**src/rtl/coded_temp_decoder_pkg.sv**
```systemverilog
// Shared constants for the coded temperature link: code table, range encodings, FSM states.
// Optional min/max tracking in the top is enabled by CODED_TEMP_MINMAX_EN.
package coded_temp_decoder_pkg;

   localparam logic [7:0] CODE_19 = 8'h01;
   localparam logic [7:0] CODE_20 = 8'h03;
   localparam logic [7:0] CODE_21 = 8'h07;
   localparam logic [7:0] CODE_22 = 8'h0F;
   localparam logic [7:0] CODE_23 = 8'h1F;
   localparam logic [7:0] CODE_24 = 8'h3F;
   localparam logic [7:0] CODE_25 = 8'h7F;
   localparam logic [7:0] CODE_26 = 8'hFF;

   localparam logic [7:0] T_UNDER = 8'd18;
   localparam logic [7:0] T_OVER  = 8'd27;

   localparam logic [1:0] RANGE_IN    = 2'b00;
   localparam logic [1:0] RANGE_UNDER = 2'b01;
   localparam logic [1:0] RANGE_OVER  = 2'b10;

   typedef enum logic [1:0] {
      S_EMPTY  = 2'd0,
      S_SETTLE = 2'd1,
      S_LOCKED = 2'd2
   } state_t;

endpackage

```
**src/rtl/coded_temp_lut.sv**
```systemverilog
// Combinational decode of {alert, thermometer code} into temperature, range and a legality flag.
// Alert is only meaningful with the two end codes; any other combination is illegal.
module coded_temp_lut
   import coded_temp_decoder_pkg::*;
(
   input  logic [7:0] code_i,
   input  logic       alert_i,
   output logic [7:0] temp_o,
   output logic [1:0] range_o,
   output logic       legal_o
);

   always_comb begin
      temp_o  = 8'd0;
      range_o = RANGE_IN;
      legal_o = 1'b1;
      if (alert_i) begin
         if (code_i == CODE_19) begin
            temp_o  = T_UNDER;
            range_o = RANGE_UNDER;
         end else if (code_i == CODE_26) begin
            temp_o  = T_OVER;
            range_o = RANGE_OVER;
         end else begin
            legal_o = 1'b0;
         end
      end else begin
         case (code_i)
            CODE_19: temp_o = 8'd19;
            CODE_20: temp_o = 8'd20;
            CODE_21: temp_o = 8'd21;
            CODE_22: temp_o = 8'd22;
            CODE_23: temp_o = 8'd23;
            CODE_24: temp_o = 8'd24;
            CODE_25: temp_o = 8'd25;
            CODE_26: temp_o = 8'd26;
            default: legal_o = 1'b0;
         endcase
      end
   end

endmodule

```
**src/rtl/coded_temp_decoder.sv**
```systemverilog
// Receive side of the coded temperature link: registered decode, stability filter, publish FSM,
// saturating link-error counter. CODED_TEMP_MINMAX_EN adds min_temp_o/max_temp_o tracking.
module coded_temp_decoder
   import coded_temp_decoder_pkg::*;
#(
   parameter int unsigned STABLE_CNT = 3
) (
   input  logic       clk_i,
   input  logic       rst_i,
   input  logic [7:0] coded_i,
   input  logic       alert_i,
   input  logic       valid_i,
   output logic [7:0] temp_o,
   output logic [1:0] range_o,
   output logic       temp_valid_o,
   output logic       locked_o,
   output logic       code_err_o,
   output logic [7:0] err_cnt_o
`ifdef CODED_TEMP_MINMAX_EN
   ,
   output logic [7:0] min_temp_o,
   output logic [7:0] max_temp_o
`endif
);

   localparam logic [3:0] STABLE = 4'(STABLE_CNT);

   logic [7:0] lut_temp;
   logic [1:0] lut_range;
   logic       lut_legal;

   logic       s1_valid_q, s1_legal_q;
   logic [7:0] s1_temp_q;
   logic [1:0] s1_range_q;

   logic [7:0] cand_q, cand_d;
   logic [3:0] cnt_q, cnt_d;
   logic [7:0] temp_q;
   logic [1:0] range_q;
   logic       temp_valid_q, code_err_q;
   logic [7:0] err_cnt_q;
   state_t     state_q, state_d;
   logic       publish, run_done;

   coded_temp_lut u_lut (
      .code_i  (coded_i),
      .alert_i (alert_i),
      .temp_o  (lut_temp),
      .range_o (lut_range),
      .legal_o (lut_legal)
   );

   // Filter: cnt_q==0 marks "no run in progress", so an illegal sample forces the next run to restart.
   always_comb begin
      cand_d   = cand_q;
      cnt_d    = cnt_q;
      publish  = 1'b0;
      run_done = 1'b0;
      if (s1_valid_q) begin
         if (!s1_legal_q) begin
            cnt_d = 4'd0;
         end else if (cnt_q != 4'd0 && s1_temp_q == cand_q) begin
            cnt_d = (cnt_q >= STABLE) ? STABLE : cnt_q + 4'd1;
         end else begin
            cand_d = s1_temp_q;
            cnt_d  = 4'd1;
         end
         if (s1_legal_q && cnt_d == STABLE) begin
            if (state_q == S_EMPTY || s1_temp_q != temp_q) publish  = 1'b1;
            else                                            run_done = 1'b1;
         end
      end
   end

   always_comb begin
      state_d = state_q;
      case (state_q)
         S_EMPTY:  if (publish) state_d = S_LOCKED;
         S_LOCKED: begin
            if (publish)
               state_d = S_LOCKED;
            else if (s1_valid_q && (!s1_legal_q || s1_temp_q != temp_q))
               state_d = S_SETTLE;
         end
         S_SETTLE: if (publish || run_done) state_d = S_LOCKED;
         default:  state_d = S_EMPTY;
      endcase
   end

   always_comb begin
      locked_o = (state_q == S_LOCKED);
   end

   always_ff @(posedge clk_i) begin
      if (rst_i) begin
         state_q <= S_EMPTY;
      end else begin
         state_q <= state_d;
      end
   end

   always_ff @(posedge clk_i) begin
      if (rst_i) begin
         s1_valid_q   <= 1'b0;
         s1_legal_q   <= 1'b0;
         s1_temp_q    <= 8'd0;
         s1_range_q   <= RANGE_IN;
         cand_q       <= 8'd0;
         cnt_q        <= 4'd0;
         temp_q       <= 8'd0;
         range_q      <= RANGE_IN;
         temp_valid_q <= 1'b0;
         code_err_q   <= 1'b0;
         err_cnt_q    <= 8'd0;
      end else begin
         s1_valid_q <= valid_i;
         if (valid_i) begin
            s1_legal_q <= lut_legal;
            s1_temp_q  <= lut_temp;
            s1_range_q <= lut_range;
         end
         cand_q       <= cand_d;
         cnt_q        <= cnt_d;
         temp_valid_q <= publish;
         if (publish) begin
            temp_q  <= s1_temp_q;
            range_q <= s1_range_q;
         end
         code_err_q <= s1_valid_q && !s1_legal_q;
         if (s1_valid_q && !s1_legal_q && err_cnt_q != 8'hFF)
            err_cnt_q <= err_cnt_q + 8'd1;
      end
   end

`ifdef CODED_TEMP_MINMAX_EN
   logic [7:0] min_q, max_q;

   always_ff @(posedge clk_i) begin
      if (rst_i) begin
         min_q <= 8'hFF;
         max_q <= 8'h00;
      end else if (publish) begin
         if (s1_temp_q < min_q) min_q <= s1_temp_q;
         if (s1_temp_q > max_q) max_q <= s1_temp_q;
      end
   end

   assign min_temp_o = min_q;
   assign max_temp_o = max_q;
`endif

   assign temp_o       = temp_q;
   assign range_o      = range_q;
   assign temp_valid_o = temp_valid_q;
   assign code_err_o   = code_err_q;
   assign err_cnt_o    = err_cnt_q;

endmodule
```
**config.mk**
```make
export PLATFORM = sky130hd
export DESIGN_NAME = coded_temp_decoder
export DESIGN_NICKNAME = d
export VERILOG_FILES = /design/src/rtl/coded_temp_decoder_pkg.sv /design/src/rtl/coded_temp_lut.sv /design/src/rtl/coded_temp_decoder.sv
export SDC_FILE = /design/constraint.sdc
export NUM_CORES = 1
export LEC_CHECK = 0
export ABC_AREA = 0
export CAP_MARGIN = 20
export CORE_UTILIZATION = 40
export CTS_CLUSTER_SIZE = 16
export DETAILED_ROUTE_END_ITERATION = 8
export SLEW_MARGIN = 20
export SYNTH_ARGS = -nofsm -noshare
export SYNTH_HDL_FRONTEND = slang
export SYNTH_SLANG_ARGS = --single-unit
```
**constraint.sdc**
```tcl
create_clock -name clk_i -period 2.3 [get_ports clk_i]
set_input_delay 0.46 -clock clk_i [delete_from_list [all_inputs] [get_ports clk_i]]
set_output_delay 0.46 -clock clk_i [all_outputs]
set_load 0.005 [all_outputs]
```
==> metrics.csv <==
stage,metric,value,unit
critical_path,r2r worst-path depth,6,
critical_path,crit path capture type,flip-flop,
critical_path,Setup crit start kind,input pin,
logic_synthesis,sequential fraction of the synthesis area,39.9,%
job,max-cap viol count,0,
die,Initial Util,42.0,%
power_and_ir_drop,worst vdd ir,0.480,mV
route,Detailed Routing Iterations Pass 1,4,
route,Vias,1514,
critical_path,critical path data required time,2.53,ns
logic_synthesis,mapped cell area,1860,µm²
logic_synthesis,Cells after Synth,208,
logic_synthesis,fraction of registers with async set/reset,0,%
critical_path,worst r2r src,cnt_q[0]$_SDFFE_PP0P_,
cells_and_area,layout cell share with drive strength beyond 1,10.5,%
timing,maximum clock rate,527,MHz
hold_path,Hold Path Class,reg2reg,
outcome,status,completed,
route,M1 wire length,1850,µm
clock_tree,clk_lat worst skew,0.28,ns
die,Die ar.,4920,µm²
timing,RSZ-0062 raised after global routing,no,
logic_synthesis,Synth Area in XOR/XNOR,8.50,%
logic_synthesis,cell taking the most area after synthesis,dfxtp_1,
cells_and_area,register area,741,µm²
global_routing,largest net degree at the start of global routing,33,
logic_synthesis,post-synth cell types,45,
clock_tree,setup repair bufs after CTS,0,
clock_tree,CTS resizes,0,
cells_and_area,fillers,433,
placement,GPL Wtd Cong,0.785,
timing,TNS Setup,0,ns
critical_path,Crit path largest cell delay,0.54,ns
route,routed wl met3,99,µm
global_routing,first-pass GRT wire length,6500,µm
global_routing,initial antenna violation count,0,
critical_path,CP Capture Point,s1_legal_q$_SDFFE_PP0P_,
route,WL met2,1650,µm
clock_tree,CTS tree,done,
timing,final hold violations,0,
logic_synthesis,list of most frequent post-synthesis cells,"dfxtp_1, nor2_1, a21oi_1, nand2_1, nand2b_1",
critical_path,Crit. Startpoint,coded_i[3],
route,antenna-violating nets left,0,
clock_tree,Root Driver,clkbuf_8,
logic_synthesis,top cell type's share of synthesized area,39.9,%
logic_synthesis,Yosys reg bits,37,
placement,IO Port Bufs,29,
clock_tree,CTS Sinks,37,
timing,final setup vio count,0,
logic_synthesis,Post-synth top flop,dfxtp_1,
die,number of core rows,24,
die,die width,70.1,µm
power_and_ir_drop,leakage,0.842,nW
route,highest metal used,met4,
placement,post-DP HPWL,2730,µm
critical_path,Worst EP arrival,2.13,ns
clock_tree,"Clk pin slew, worst setup/hold paths",0.07,ns
clock_tree,H-Tree Level Count,2,
logic_synthesis,Mapped Avg Cell Area,8.92,µm²
timing,Final Max Tran Viols,0,
global_routing,gr usage total,16.3,%
critical_path,"Max FO, Critical Path",3,
timing,Fin Clk Skew,0.00529,ns
logic_synthesis,largest family of logic cells by synthesized area,simple AND/OR/NAND/NOR gates,
die,core area,4410,µm²
logic_synthesis,post-synthesis simple-gate area fraction,26.0,%
route,Routed WL per cell,12.2,µm
global_routing,vias in the first global route,1433,
logic_synthesis,Post-synth EDFFs,0,
logic_synthesis,"count leader, synth",dfxtp_1,
clock_tree,cts hold-fix bufs,0,
clock_tree,CTS max path bufs,2,
cells_and_area,NumNets Final,261,
die,Die Ht,70.1,µm
logic_synthesis,multiplexer share of the synthesized area,5.39,%
route,Remaining DRCs,0,
route,total routed wirelength,3650,µm
critical_path,critical register-to-register path endpoint,temp_o[2]$_SDFFE_PP0P_,
logic_synthesis,Compound-Gate Fraction of Synth Area,13.5,%
cells_and_area,area grow syn2layout,26.2,%
critical_path,CP Cell Sequence,"clkdlybuf4s50_1, nand4_2, or4_1, o2bb2ai_1, a31oi_1, o21a_1",
timing,fin crit share,82.5,%
cells_and_area,Ant. Diodes,0,
critical_path,"reg-to-reg slack, setup",0.44,ns
route,DR vias/cell,5.06,
logic_synthesis,Synth Warn #,0,
logic_synthesis,adder-cell share of the synthesized area,2.02,%
route,First DRT Iteration DRCs,57,
timing,fin crit period,1.90,ns
global_routing,gr ovfl total,0,
die,I/O pin count,33,
logic_synthesis,Synth area leaders,"dfxtp_1, mux2i_1, nand2b_1",
critical_path,Crit Path Category,in2reg,
power_and_ir_drop,pwr/cell area,541,nW/µm²
cells_and_area,fin util,53.0,%
critical_path,slowest cell on the critical path,or4_1,
clock_tree,CTS Buf Count,5,
cells_and_area,area of the multi-input gates,1040,µm²
cells by family after synthesis:
family | after synthesis
AOI/OAI and AO/OA | 34
xor gates and xnor gates | 18
muxes | 10
DFF | 37
buffers and inverters | 18
adders and majority gates | 3
other | 1
and+or+nand+nor | 87
layout make-up:
| class | instances | area share (%) |
|---|---|---|
| sequential | 37 | 31.6 |
| inverter | 8 | 1.28 |
| tap | 52 | 2.78 |
| clock buffer | 7 | 4.12 |
| multi-input combinational | 155 | 44.4 |
| clock inverter | 1 | 0.214 |
| timing repair buffer | 39 | 15.6 |
per-layer routing:
metal  global-route usage (%)  up-vias
met2                     24.8       25
met5                        0        -
li1                         -      794
met1                     22.3      691
met3                     4.33        4
met4                     5.33        0
power by group:
part           leakage, nW  switching [mW]  internal, mW
Sequential           0.299          0.0124         0.649
Clock               0.0542           0.220         0.271
Combinational        0.489          0.0572        0.0584
Total                0.842           0.290         0.978
placed cells by master (no fill, tap or decap), types with 4 or more instances in the layout:
master,Yosys,routed
inv_1,7,7
xor2_1,8,8
clkdlybuf4s50_1,0,29
nand2_1,16,16
nand3_1,12,12
nor2b_1,4,4
xnor2_1,10,10
clkbuf_8,0,7
buf_4,4,10
nand2b_1,14,14
a21oi_1,16,16
dfxtp_1,37,37
mux2i_1,10,10
nor3_1,4,4
nor2_1,19,19
worst max-delay path: cells and delay by family:
kind / cells / cell delay [ns]
AOI/OAI and AO/OA: 3 / 0.48
and+or+nand+nor: 2 / 0.68
buffers and inverters: 1 / 0.51
worst min path at each step:
stage                                     from                    endpoint  slack (ns)  cells past startpoint
global route            cand_q[2]$_SDFFE_PP0P_      cand_q[2]$_SDFFE_PP0P_        0.49                      2
global placement    s1_range_q[1]$_SDFFE_PP0P_  s1_range_q[1]$_SDFFE_PP0P_        0.46                      2
finish                  cand_q[2]$_SDFFE_PP0P_      cand_q[2]$_SDFFE_PP0P_        0.47                      2
CTS                     cand_q[2]$_SDFFE_PP0P_      cand_q[2]$_SDFFE_PP0P_        0.47                      2
detailed placement      cand_q[2]$_SDFFE_PP0P_      cand_q[2]$_SDFFE_PP0P_        0.46                      2
floorplan           s1_range_q[1]$_SDFFE_PP0P_  s1_range_q[1]$_SDFFE_PP0P_        0.44                      2
state kept, by name, summed over array words and instances, names as in the netlist:
signal	cells
code_err_o	1
s1_temp_q	5
cnt_q	4
s1_legal_q	1
temp_valid_o	1
state_q	2
temp_o	5
s1_valid_q	1
err_cnt_o	8
range_o	2
cand_q	5
s1_range_q	2
metrics by stage:
step                worst slack (ns)  hold WS (ns)  cell area [µm²]  std cells  power, mW
finish                         0.403         0.469             2340        299       1.27
global route                   0.276         0.495             2340        299       1.32
CTS                            0.393         0.469             2340        299       1.28
detailed placement            0.0968         0.459             2240        291      0.792
global placement               0.128         0.456             2240        291      0.792
floorplan                      0.643         0.444             1860        210      0.737
No activity file was read; power rests on OpenSTA's default activity.
